[src/rtl/mesh_load_sequencer_pkg.sv]
// mesh_seq_pkg: shared state, loader command and PMU address definitions
package mesh_seq_pkg;
  localparam int PMU_ADDR_W = 5;
  typedef enum logic [2:0] {LOAD, START, SETTLE, RUN, DUMP_ADDR, DUMP_OUT, DONE} seq_state_t;
  typedef struct packed {
    logic [4:0] id;
    logic       write;
    logic [7:0] axlen;
    logic       resp_wait;
  } loader_cmd_t;
endpackage

[src/rtl/mesh_load_sequencer_if.sv]
// mesh_load_sequencer_if: host command, loader fan-out, PMU and readout signals
interface mesh_load_sequencer_if import mesh_seq_pkg::*; #(
  parameter int N = 16,
  parameter int TIMEOUT_W = 24
);
  localparam int NODE_W = $clog2(N);
  logic                            cmd_valid_i;
  logic                            cmd_ready_o;
  logic [NODE_W-1:0]               cmd_node_i;
  logic [4:0]                      cmd_id_i;
  logic                            cmd_write_i;
  logic [7:0]                      cmd_axlen_i;
  logic                            cmd_resp_wait_i;
  logic                            run_i;
  logic [TIMEOUT_W-1:0]            timeout_i;
  logic [N-1:0]                    fifo_push_o;
  logic [N-1:0][4:0]               id_o;
  logic [N-1:0]                    write_o;
  logic [N-1:0][7:0]               axlen_o;
  logic [N-1:0]                    resp_wait_o;
  logic                            start_o;
  logic [N-1:0]                    idle_i;
  logic [N-1:0][PMU_ADDR_W-1:0]    pmu_addr_o;
  logic [N-1:0][31:0]              pmu_data_i;
  logic                            rd_valid_o;
  logic                            rd_ready_i;
  logic [NODE_W-1:0]               rd_node_o;
  logic [PMU_ADDR_W-1:0]           rd_reg_o;
  logic [31:0]                     rd_data_o;
  logic                            rd_last_o;
  logic                            busy_o;
  logic                            timeout_o;
  logic [TIMEOUT_W-1:0]            run_cycles_o;
  modport slave (
    input  cmd_valid_i, cmd_node_i, cmd_id_i, cmd_write_i, cmd_axlen_i, cmd_resp_wait_i,
           run_i, timeout_i, idle_i, pmu_data_i, rd_ready_i,
    output cmd_ready_o, fifo_push_o, id_o, write_o, axlen_o, resp_wait_o, start_o,
           pmu_addr_o, rd_valid_o, rd_node_o, rd_reg_o, rd_data_o, rd_last_o,
           busy_o, timeout_o, run_cycles_o
  );
  modport master (
    output cmd_valid_i, cmd_node_i, cmd_id_i, cmd_write_i, cmd_axlen_i, cmd_resp_wait_i,
           run_i, timeout_i, idle_i, pmu_data_i, rd_ready_i,
    input  cmd_ready_o, fifo_push_o, id_o, write_o, axlen_o, resp_wait_o, start_o,
           pmu_addr_o, rd_valid_o, rd_node_o, rd_reg_o, rd_data_o, rd_last_o,
           busy_o, timeout_o, run_cycles_o
  );
endinterface

[src/rtl/mesh_load_sequencer_pmu_sweep_ctrl.sv]
// pmu_sweep_ctrl: reg-major sweep of all PMU registers with a one-beat valid/ready holding stage
module pmu_sweep_ctrl import mesh_seq_pkg::*; #(
  parameter int N = 16,
  parameter int PMU_REGS = 32,
  parameter int NODE_W = $clog2(N)
) (
  input  logic                       clk,
  input  logic                       rst,
  input  logic                       go,
  output logic [PMU_ADDR_W-1:0]      pmu_addr,
  input  logic [N-1:0][31:0]         pmu_data,
  output logic                       rd_valid,
  input  logic                       rd_ready,
  output logic [NODE_W-1:0]          rd_node,
  output logic [PMU_ADDR_W-1:0]      rd_reg,
  output logic [31:0]                rd_data,
  output logic                       rd_last,
  output logic                       done
);
  logic active, out_ph, last_n, last_r;
  logic [NODE_W-1:0] n;
  logic [PMU_ADDR_W-1:0] r;
  assign last_n = n == NODE_W'(N - 1);
  assign last_r = r == PMU_ADDR_W'(PMU_REGS - 1);
  // Address phase presents r for one cycle; out phase captures the node's data and holds it until accepted
  always_ff @(posedge clk)
    if (rst) begin
      active <= 1'b0;
      out_ph <= 1'b0;
      n <= '0;
      r <= '0;
      pmu_addr <= '0;
      rd_valid <= 1'b0;
      rd_node <= '0;
      rd_reg <= '0;
      rd_data <= '0;
      rd_last <= 1'b0;
      done <= 1'b0;
    end else begin
      done <= 1'b0;
      if (go) begin
        active <= 1'b1;
        out_ph <= 1'b0;
        n <= '0;
        r <= '0;
        pmu_addr <= '0;
      end else if (active && !out_ph) out_ph <= 1'b1;
      else if (active && !rd_valid) begin
        rd_valid <= 1'b1;
        rd_data <= pmu_data[n];
        rd_node <= n;
        rd_reg <= r;
        rd_last <= last_n && last_r;
      end else if (rd_valid && rd_ready) begin
        rd_valid <= 1'b0;
        n <= last_n ? '0 : n + NODE_W'(1);
        if (last_n) begin
          out_ph <= 1'b0;
          r <= r + PMU_ADDR_W'(1);
          pmu_addr <= r + PMU_ADDR_W'(1);
          active <= !last_r;
          done <= last_r;
        end
      end
    end
endmodule

[src/rtl/mesh_load_sequencer.sv]
// mesh_load_sequencer: fills loader FIFOs, starts the mesh, waits for drain, then streams out all PMU registers
module mesh_load_sequencer import mesh_seq_pkg::*; #(
  parameter int N = 16,
  parameter int PMU_REGS = 32,
  parameter int SETTLE_CYCLES = 4,
  parameter int TIMEOUT_W = 24
) (
  input logic aclk,
  input logic areset,
  mesh_load_sequencer_if.slave bus
);
  localparam int SET_W = $clog2(SETTLE_CYCLES) + 1;
  seq_state_t state;
  logic [SET_W-1:0] settle;
  logic go, done, accept, node_ok;
  logic [PMU_ADDR_W-1:0] addr;
  logic [TIMEOUT_W-1:0] rc_sat;
  loader_cmd_t cmd;
  assign accept = bus.cmd_valid_i && bus.cmd_ready_o;
  assign node_ok = 32'(bus.cmd_node_i) < N;
  assign cmd = '{bus.cmd_id_i, bus.cmd_write_i, bus.cmd_axlen_i, bus.cmd_resp_wait_i};
  assign rc_sat = bus.run_cycles_o + TIMEOUT_W'(bus.run_cycles_o != '1);
  assign bus.pmu_addr_o = {N{addr}};
  // Sequencer FSM; every output is registered, pushes are independent of state since ready gates accepts
  always_ff @(posedge aclk)
    if (areset) begin
      state <= LOAD;
      settle <= '0;
      go <= 1'b0;
      bus.cmd_ready_o <= 1'b1;
      bus.busy_o <= 1'b0;
      bus.start_o <= 1'b0;
      bus.fifo_push_o <= '0;
      bus.id_o <= '0;
      bus.write_o <= '0;
      bus.axlen_o <= '0;
      bus.resp_wait_o <= '0;
      bus.timeout_o <= 1'b0;
      bus.run_cycles_o <= '0;
    end else begin
      bus.start_o <= 1'b0;
      go <= 1'b0;
      bus.fifo_push_o <= (accept && node_ok) ? {{(N-1){1'b0}}, 1'b1} << bus.cmd_node_i : '0;
      if (accept && node_ok) begin
        bus.id_o[bus.cmd_node_i] <= cmd.id;
        bus.write_o[bus.cmd_node_i] <= cmd.write;
        bus.axlen_o[bus.cmd_node_i] <= cmd.axlen;
        bus.resp_wait_o[bus.cmd_node_i] <= cmd.resp_wait;
      end
      case (state)
        LOAD: if (bus.run_i) begin
          state <= START;
          bus.cmd_ready_o <= 1'b0;
          bus.start_o <= 1'b1;
          bus.busy_o <= 1'b1;
        end
        START: begin
          state <= SETTLE;
          settle <= '0;
          bus.run_cycles_o <= TIMEOUT_W'(1);
        end
        SETTLE: begin
          bus.run_cycles_o <= rc_sat;
          settle <= settle + SET_W'(1);
          if (settle == SET_W'(SETTLE_CYCLES - 1)) state <= RUN;
        end
        RUN: if (&bus.idle_i || (bus.timeout_i != '0 && bus.run_cycles_o >= bus.timeout_i)) begin
          state <= DUMP_ADDR;
          go <= 1'b1;
          bus.timeout_o <= !(&bus.idle_i);
        end else bus.run_cycles_o <= rc_sat;
        DUMP_ADDR: state <= DUMP_OUT;
        DUMP_OUT: if (done) state <= DONE;
        DONE: if (bus.run_i) begin
          state <= LOAD;
          bus.cmd_ready_o <= 1'b1;
          bus.busy_o <= 1'b0;
          bus.timeout_o <= 1'b0;
          bus.run_cycles_o <= '0;
        end
        default: state <= LOAD;
      endcase
    end
  pmu_sweep_ctrl #(.N(N), .PMU_REGS(PMU_REGS)) u_sweep (
    .clk(aclk),
    .rst(areset),
    .go(go),
    .pmu_addr(addr),
    .pmu_data(bus.pmu_data_i),
    .rd_valid(bus.rd_valid_o),
    .rd_ready(bus.rd_ready_i),
    .rd_node(bus.rd_node_o),
    .rd_reg(bus.rd_reg_o),
    .rd_data(bus.rd_data_o),
    .rd_last(bus.rd_last_o),
    .done(done)
  );
endmodule
[src/flat_wrapper.sv]
// flat-port wrapper written by rule: the top's interface ports become plain ports
module mesh_load_sequencer_flat import mesh_seq_pkg::*;
#(
  parameter int N = 16,
  parameter int PMU_REGS = 32,
  parameter int SETTLE_CYCLES = 4,
  parameter int TIMEOUT_W = 24
)
  (aclk, areset, bus_cmd_valid_i, bus_cmd_node_i, bus_cmd_id_i, bus_cmd_write_i, bus_cmd_axlen_i, bus_cmd_resp_wait_i, bus_run_i, bus_timeout_i, bus_idle_i, bus_pmu_data_i, bus_rd_ready_i, bus_cmd_ready_o, bus_fifo_push_o, bus_id_o, bus_write_o, bus_axlen_o, bus_resp_wait_o, bus_start_o, bus_pmu_addr_o, bus_rd_valid_o, bus_rd_node_o, bus_rd_reg_o, bus_rd_data_o, bus_rd_last_o, bus_busy_o, bus_timeout_o, bus_run_cycles_o);
  mesh_load_sequencer_if #(.N(N), .TIMEOUT_W(TIMEOUT_W)) bus_i ();
  input logic aclk;
  input logic areset;
  input wire logic [$bits(bus_i.cmd_valid_i)-1:0] bus_cmd_valid_i;
  input wire logic [$bits(bus_i.cmd_node_i)-1:0] bus_cmd_node_i;
  input wire logic [$bits(bus_i.cmd_id_i)-1:0] bus_cmd_id_i;
  input wire logic [$bits(bus_i.cmd_write_i)-1:0] bus_cmd_write_i;
  input wire logic [$bits(bus_i.cmd_axlen_i)-1:0] bus_cmd_axlen_i;
  input wire logic [$bits(bus_i.cmd_resp_wait_i)-1:0] bus_cmd_resp_wait_i;
  input wire logic [$bits(bus_i.run_i)-1:0] bus_run_i;
  input wire logic [$bits(bus_i.timeout_i)-1:0] bus_timeout_i;
  input wire logic [$bits(bus_i.idle_i)-1:0] bus_idle_i;
  input wire logic [$bits(bus_i.pmu_data_i)-1:0] bus_pmu_data_i;
  input wire logic [$bits(bus_i.rd_ready_i)-1:0] bus_rd_ready_i;
  output wire logic [$bits(bus_i.cmd_ready_o)-1:0] bus_cmd_ready_o;
  output wire logic [$bits(bus_i.fifo_push_o)-1:0] bus_fifo_push_o;
  output wire logic [$bits(bus_i.id_o)-1:0] bus_id_o;
  output wire logic [$bits(bus_i.write_o)-1:0] bus_write_o;
  output wire logic [$bits(bus_i.axlen_o)-1:0] bus_axlen_o;
  output wire logic [$bits(bus_i.resp_wait_o)-1:0] bus_resp_wait_o;
  output wire logic [$bits(bus_i.start_o)-1:0] bus_start_o;
  output wire logic [$bits(bus_i.pmu_addr_o)-1:0] bus_pmu_addr_o;
  output wire logic [$bits(bus_i.rd_valid_o)-1:0] bus_rd_valid_o;
  output wire logic [$bits(bus_i.rd_node_o)-1:0] bus_rd_node_o;
  output wire logic [$bits(bus_i.rd_reg_o)-1:0] bus_rd_reg_o;
  output wire logic [$bits(bus_i.rd_data_o)-1:0] bus_rd_data_o;
  output wire logic [$bits(bus_i.rd_last_o)-1:0] bus_rd_last_o;
  output wire logic [$bits(bus_i.busy_o)-1:0] bus_busy_o;
  output wire logic [$bits(bus_i.timeout_o)-1:0] bus_timeout_o;
  output wire logic [$bits(bus_i.run_cycles_o)-1:0] bus_run_cycles_o;
  assign bus_i.cmd_valid_i = bus_cmd_valid_i;
  assign bus_i.cmd_node_i = bus_cmd_node_i;
  assign bus_i.cmd_id_i = bus_cmd_id_i;
  assign bus_i.cmd_write_i = bus_cmd_write_i;
  assign bus_i.cmd_axlen_i = bus_cmd_axlen_i;
  assign bus_i.cmd_resp_wait_i = bus_cmd_resp_wait_i;
  assign bus_i.run_i = bus_run_i;
  assign bus_i.timeout_i = bus_timeout_i;
  assign bus_i.idle_i = bus_idle_i;
  assign bus_i.pmu_data_i = bus_pmu_data_i;
  assign bus_i.rd_ready_i = bus_rd_ready_i;
  assign bus_cmd_ready_o = bus_i.cmd_ready_o;
  assign bus_fifo_push_o = bus_i.fifo_push_o;
  assign bus_id_o = bus_i.id_o;
  assign bus_write_o = bus_i.write_o;
  assign bus_axlen_o = bus_i.axlen_o;
  assign bus_resp_wait_o = bus_i.resp_wait_o;
  assign bus_start_o = bus_i.start_o;
  assign bus_pmu_addr_o = bus_i.pmu_addr_o;
  assign bus_rd_valid_o = bus_i.rd_valid_o;
  assign bus_rd_node_o = bus_i.rd_node_o;
  assign bus_rd_reg_o = bus_i.rd_reg_o;
  assign bus_rd_data_o = bus_i.rd_data_o;
  assign bus_rd_last_o = bus_i.rd_last_o;
  assign bus_busy_o = bus_i.busy_o;
  assign bus_timeout_o = bus_i.timeout_o;
  assign bus_run_cycles_o = bus_i.run_cycles_o;
  mesh_load_sequencer #(.N(N), .PMU_REGS(PMU_REGS), .SETTLE_CYCLES(SETTLE_CYCLES), .TIMEOUT_W(TIMEOUT_W)) u_core (.aclk(aclk), .areset(areset), .bus(bus_i));
endmodule
[config.mk]
export PLATFORM = sky130hd
export DESIGN_NAME = mesh_load_sequencer_flat
export DESIGN_NICKNAME = d
export VERILOG_FILES = /design/src/rtl/mesh_load_sequencer_pkg.sv /design/src/rtl/mesh_load_sequencer_if.sv /design/src/rtl/mesh_load_sequencer_pmu_sweep_ctrl.sv /design/src/rtl/mesh_load_sequencer.sv /design/src/flat_wrapper.sv
export SDC_FILE = /design/constraint.sdc
export NUM_CORES = 1
export LEC_CHECK = 0
export CAP_MARGIN = 10
export CORE_AREA = 3 3 384 386
export CTS_BUF_LIST = sky130_fd_sc_hd__clkbuf_8
export DETAILED_ROUTE_END_ITERATION = 10
export DIE_AREA = 0 0 387 389
export HOLD_SLACK_MARGIN = 0.06
export PLACE_DENSITY_LB_ADDON = 0.2
export SLEW_MARGIN = 20
export SYNTH_ARGS = -nofsm -noshare
export SYNTH_HDL_FRONTEND = slang
export SYNTH_HIERARCHICAL = 1
export SYNTH_SLANG_ARGS = --single-unit
export TNS_END_PERCENT = 30
[constraint.sdc]
create_clock -name aclk -period 3.9 [get_ports aclk]
set_clock_uncertainty 0.2 [all_clocks]
set_input_delay 0.39 -clock aclk [delete_from_list [all_inputs] [get_ports aclk]]
set_output_delay 0.39 -clock aclk [all_outputs]
set_load 0.02 [all_outputs]
==> impl_metrics.py, run 1 <==
metrics = {
    "floorplanning": {
        "die-area_um2": 151000,
        "fp.coreArea_um2": 144000,
        "rows": 139,
        "dieWidth_um": 387,
        "die-height_um": 389,
        "io_pins": 983,
        "initial_core_util": 0.123,
    },
    "routing": {
        "vias": 19400,
        "routedWlPerCell_um": 27.5,
        "routed_wl_mm": 135,
        "vias_per_cell": 3.95,
        "drtPass1Iterations": 8,
        "drc": 0,
        "ant_nets": 0,
        "initialDrtViolationCount": 1128,
    },
    "synthesis": {
        "avgSynthCellArea_um2": 8.62,
        "synth_top_area_frac": 0.393,
        "synth_edf_count": 0,
        "synth.distinct_cells": 60,
        "yosys_warnings": 6,
        "synth_cells": 2046,
        "ys.flop_type": "dfxtp_1",
        "syn-cell-area_um2": 17600,
        "seq_area_frac_synth": 0.393,
        "ys_ff_latch": 346,
        "synthArstFlopShare": 0,
        "syn_nets": 2653,
        "synth_area_leaders": "dfxtp_1 (39%), mux4_2 (13%), nand2_1 (12%)",
        "yosysTopAreaCell": "dfxtp_1",
    },
    "timing": {
        "slew_violations": 0,
        "fin_crit_ns": 3.19,
        "hold_violations": 0,
        "fin_ws_ns": 0.711,
        "finalSetupViolCount": 0,
        "fmax_ghz": 0.314,
        "relSlewSlack": 0.294,
        "tightest_slew_ns": 1.06,
        "rsz0062_at_grt": "no",
        "fin_crit_sh": 0.818,
        "fin_setup_tns_ns": 0,
    },
    "worst_setup_path": {
        "cp.required_ns": 4.22,
        "setup.worst_path.start_class": "register",
        "worst_ep_arrival_time_ns": 3.51,
        "cp-end-kind": "register",
        "path_max_fanout": 18,
        "criticalPathCategory": "reg -> reg",
    },
    "placement": {
        "post-place-ws_ns": 0.320,
        "place_congestion": 0.803,
        "io_buffers": 982,
        "dp_cells": 4766,
        "dp_hpwl_mm": 110,
    },
    "cells_and_area": {
        "ff_latch_area_um2": 6940,
        "largest_reg_flops": 128,
        "drive_gt1_frac": 0.107,
        "final_nets": 3548,
        "fin_cells": 4923,
        "multiInputGateArea_um2": 9350,
        "fill_cells": 15900,
        "area_growth_pct": 75.6,
        "largest_register": "u_core/bus.axlen_o",
        "top_regs": "u_core/bus.axlen_o x128, u_core/bus.id_o x80, u_core/u_sweep/rd_data x32",
    },
    "clocking": {
        "root_buffer": "clkbuf_8",
        "clk-insertion-delay-late_ns": 0.72,
        "post-cts-setup-buffer-count": 0,
        "cts.sinks": 346,
        "numCtsBuffers": 74,
        "cts_tree": "yes",
        "htree_levels": 3,
        "clk_path_buf_depth": 3,
        "clk_pin_slew_ns": 0.06,
    },
    "global_routing": {
        "grt_use_total": 0.172,
        "grt_start_max_net_pins": 168,
        "grt_pass1_vias": 19400,
        "gr-total-overflow": 0,
        "grt_pass1_wl_mm": 177,
        "antenna_found_initial": 69,
    },
    "pwr": {
        "p_leak_uw": 0.0101,
        "vdd_ir_drop_max_mv": 0.192,
        "power_density_nw_per_um2": 297,
    },
    "worst_hold_path": {
        "hp-class": "in -> reg",
    },
    "outcome": {
        "status": "completed",
    },
    "job": {
        "drv_cap": 0,
    },
}
## where the power goes
part	leakage [uW]	total, uW	internal [uW]	switching, uW
Combinational	0.00636	1290	724	569
Clock	0.000903	4310	2390	1920
Sequential	0.00279	3610	3570	34.3
Total	0.0101	9210	6680	2520
## stage by stage
stage	total power [uW]	hold WS [ns]	utilization	cell area [um^2]
after floorplan	4050	0.277	-	17600
after global placement	4990	0.241	0.204	29300
after detailed placement	4990	0.246	0.204	29300
after CTS	9460	0.0786	0.215	30900
after global routing	9650	0.168	0.215	30900
final	9210	0.209	0.215	31000
## cell usage in the layout, fill, tap and decap left out, types with 19 or more instances in the layout
master / count
clkdlybuf4s50_1: 980
nand2_1: 541
dfxtp_1: 343
a21oi_1: 298
mux4_2: 104
clkbuf_8: 91
nor2_1: 83
buf_4: 73
mux2i_1: 61
inv_1: 58
a211oi_1: 44
ha_1: 31
nand3_1: 23
a22oi_1: 23
diode_2: 22
o22ai_1: 22
or4_1: 19
## repair_timing
action	CTS	global route
endpoints found under the hold margin	58	16
resized for setup	0	0
hold buffers	1	1
## area by class of cell
| type | count | area share |
|---|---|---|
| clock buffer | 91 | 0.0405 |
| tap | 1903 | 0.0769 |
| timing repair buffer | 1064 | 0.340 |
| antenna | 22 | 0.00178 |
| clock inverter | 42 | 0.0103 |
| inverter | 33 | 0.00400 |
| multi-input combinational | 1422 | 0.302 |
| sequential | 346 | 0.224 |
## layer usage
metal	vias up	global-route usage	share of wire
met5	-	0	0.00040
met4	8	0.0606	0.027
met3	204	0.0434	0.066
met2	842	0.312	0.52
met1	9379	0.195	0.39
li1	8997	-	-
## worst max-delay path, cell delays in order, from the launching register on
cell and delay [ns]:
dfxtp_1 0.35, and4_1 0.35, nand4_1 0.15, nor3_1 0.32, and3_1 0.30, and4_1 0.29
nand4_1 0.12, ha_1 0.24, ha_1 0.23, nand2_1 0.07, buf_4 0.20, or4_1 0.14
a21oi_1 0.06
## path summary, 6_finish.rpt
path,start,to,slack (ns),depth (start not counted)
setup / recovery,u_core/bus.run_cycles_o[5]$_SDFFE_PP0P_,u_core/bus.run_cycles_o[12]$_SDFFE_PP0P_,0.71,12
hold / removal,bus_run_i,u_core/bus.start_o$_SDFF_PP0_,0.21,2
setup reg to reg,u_core/bus.run_cycles_o[5]$_SDFFE_PP0P_,u_core/bus.run_cycles_o[12]$_SDFFE_PP0P_,0.71,12
hold reg to reg,u_core/bus.axlen_o[76]$_SDFFE_PP0P_,u_core/bus.axlen_o[76]$_SDFFE_PP0P_,0.25,2
## kinds of logic (layout without fill, tap and decap cells)
family	count (synthesis)	in the layout	synth area share
flops	346	346	0.393
fa+ha+maj	31	31	0.0220
buf+inv	278	1230	0.0810
compound gates	465	465	0.153
other cells	0	22	0
xor+xnor	4	4	0.00199
mux	166	166	0.168
simple gates	756	756	0.181
## Yosys cell counts, drive strengths merged (3+ instances only)
| cell type | instances |
|---|---|
| or2 | 6 |
| and2 | 5 |
| nor4 | 12 |
| clkbuf | 131 |
| and4 | 4 |
| buf | 114 |
| nor3 | 13 |
| mux4 | 104 |
| mux2i | 61 |
| o22ai | 22 |
| o211ai | 3 |
| ha | 31 |
| a21oi | 298 |
| o21ai | 25 |
| and3 | 6 |
| or3 | 5 |
| dfxtp | 346 |
| nand4 | 17 |
| nand2b | 5 |
| or4 | 19 |
| a222oi | 10 |
| a21o | 6 |
| inv | 32 |
| nor2 | 86 |
| a211oi | 44 |
| nand2 | 541 |
| o31ai | 17 |
| xnor2 | 4 |
| a22oi | 23 |
| nor2b | 6 |
| nand3 | 24 |
Power figures use the tool's default switching activity.
==> run 2: changes to the inputs <==
Clock period 3.9 ns to 3.3 ns, I/O delays scaled along.
==> impl_metrics.py, run 2 (synthesized netlist as in run 1, its figures left out) <==
metrics = {
    "global_routing": {
        "grt_pass1_vias": 19600,
        "grt.busiest_layer": "met2",
        "grt_use_total": 0.173,
        "antenna_found_initial": 65,
        "groute.layer.met1.usage": 0.197,
        "gr-total-overflow": 0,
        "grt_pass1_wl_mm": 178,
        "use_met2": 0.312,
        "global_route.usage.met3": 0.0457,
        "grt_start_max_net_pins": 167,
    },
    "worst_setup_path": {
        "worst-path-buf-inv": 1,
        "cp-startpoint": "u_core/bus.run_cycles_o[2]$_SDFFE_PP0P_",
        "cp.required_ns": 3.78,
        "slowest_stage": "dfxtp_1",
        "criticalPathCategory": "reg -> reg",
        "setup.worst_path.start_class": "register",
        "ff2ff_setup_slack_ns": 0.23,
        "worst_ep_arrival_time_ns": 3.55,
        "cpPeakStageDelay_ns": 0.53,
        "cp_top_family": "compound AO/OA/AOI/OAI gates",
        "timing.rr.start": "u_core/bus.run_cycles_o[2]$_SDFFE_PP0P_",
        "cp-end-kind": "register",
        "path_max_fanout": 21,
        "path_cells": "ha_1 > a211o_1 > a31oi_1 > o221ai_1 > a311o_1 > o21a_1 > buf_4 > or4_1 > a21oi_1",
    },
    "pwr": {
        "clock_power_share": 0.453,
        "switchingPower_uw": 3020,
        "p_leak_uw": 0.0103,
        "internal_power_uw": 7630,
        "power_uw": 10700,
        "p_comb_frac": 0.147,
        "power_density_nw_per_um2": 340,
        "vdd_ir_drop_max_mv": 0.226,
        "p_sw_frac": 0.284,
        "pwr-share-seq": 0.400,
    },
    "timing": {
        "fin_setup_tns_ns": 0,
        "slew_violations": 0,
        "rsz0062_at_grt": "no",
        "relSlewSlack": 0.370,
        "fmax_ghz": 0.325,
        "finalSetupViolCount": 0,
        "tightest_slew_ns": 0.946,
        "hold_violations": 0,
        "fin_crit_sh": 0.931,
        "fin_crit_ns": 3.07,
    },
    "job": {
        "drv_cap": 0,
    },
    "clocking": {
        "clk_path_buf_depth": 3,
        "cts.sinks": 346,
        "numCtsBuffers": 73,
        "htree_levels": 3,
        "root_buffer": "clkbuf_8",
        "clk_pin_slew_ns": 0.06,
        "clk-insertion-delay-late_ns": 0.75,
        "cts_tree": "yes",
        "post-cts-setup-buffer-count": 0,
    },
    "placement": {
        "io_buffers": 982,
        "place_congestion": 0.817,
        "dp_hpwl_mm": 112,
        "dp_cells": 4822,
        "dpl-instance-area_um2": 29800,
    },
    "routing": {
        "initialDrtViolationCount": 1136,
        "vias_per_cell": 3.92,
        "routed_wl_mm": 136,
        "drtPass1Iterations": 7,
        "drc": 0,
        "routedWlPerCell_um": 27.3,
        "vias": 19500,
        "ant_nets": 0,
    },
    "floorplanning": {
        "initial_core_util": 0.123,
        "fp.coreArea_um2": 144000,
        "rows": 139,
        "die-height_um": 389,
        "die-area_um2": 151000,
        "io_pins": 983,
        "dieWidth_um": 387,
    },
    "cells_and_area": {
        "fin_cells": 4970,
        "largest_register": "u_core/bus.axlen_o",
        "area_growth_pct": 77.7,
        "fill_cells": 15900,
        "final_nets": 3603,
        "top_regs": "u_core/bus.axlen_o x128, u_core/bus.id_o x80, u_core/u_sweep/rd_data x32",
        "ff_latch_area_um2": 6940,
        "layout_common_cells": "clkdlybuf4s50_1 (981), nand2_1 (541), dfxtp_1 (343)",
        "drive_gt1_frac": 0.123,
        "largest_reg_flops": 128,
        "fin_area_um2": 31300,
        "multiInputGateArea_um2": 9360,
        "final_common_cell": "clkdlybuf4s50_1",
    },
    "worst_hold_path": {
        "hp-class": "in -> reg",
        "min_from": "bus_rd_ready_i",
    },
    "outcome": {
        "status": "completed",
    },
}
-- run 2: cell count changes in the layout (fill, tap and decap cells not counted), sizes merged --
cell / change
bufinv: -4
diode: -7
inv: +1
clkdlybuf4s50: +1
clkbuf: +1
buf: +55
-- run 2: stage by stage --
stage	hold WS, ns	util	setup WS [ns]
floorplan	0.276	-	0.143
global placement	0.241	0.207	-0.145
detailed placement	0.247	0.207	-0.122
CTS	0.0660	0.217	0.197
global route	0.144	0.218	0.0381
finish	0.209	0.218	0.228
-- run 2: worst paths after layout --
| kind | cells after the start | end |
|---|---|---|
| max | 9 | u_core/bus.run_cycles_o[18]$_SDFFE_PP0P_ |
| min | 4 | u_core/u_sweep/active$_SDFFE_PP0P_ |
| max reg2reg | 9 | u_core/bus.run_cycles_o[18]$_SDFFE_PP0P_ |
| min reg2reg | 2 | u_core/bus.axlen_o[8]$_SDFFE_PP0P_ |
-- run 2: final cells by class --
class	instances	share of cell area
flip-flops and latches	346	0.222
inverters	33	0.00396
diodes	15	0.00120
multi-input cells	1422	0.299
clock inverters	39	0.00703
clock buffers	92	0.0404
repair buffers	1120	0.351
well taps	1903	0.0760
-- run 2: power by group through the flow --
stage	clock network, uW	logic (uW)	registers, uW
detailed placement	0	1590	4350
global route	5250	1670	4270
global placement	0	1590	4350
finish	4830	1570	4260
CTS	5090	1600	4260
floorplan	0	402	4380
-- run 2: worst reg2reg max path: stages (launching register included) --
cell	delay (ns)
dfxtp_1	0.53
ha_1	0.31
a211o_1	0.29
a31oi_1	0.15
o221ai_1	0.14
a311o_1	0.31
o21a_1	0.20
buf_4	0.20
or4_1	0.53
a21oi_1	0.15
-- run 2: metal layers --
metal,up-vias,part of all wire
li1,9090,-
met1,9318,0.39
met2,861,0.51
met3,209,0.067
met4,10,0.031
met5,-,0.00042
-- run 2: repair_timing --
action                                 4_1_cts  5_1_grt
gates resized for setup                      0        0
hold buffers                                 2        0
setup endpoints to repair                    0        0
endpoints found under the hold margin      135        0
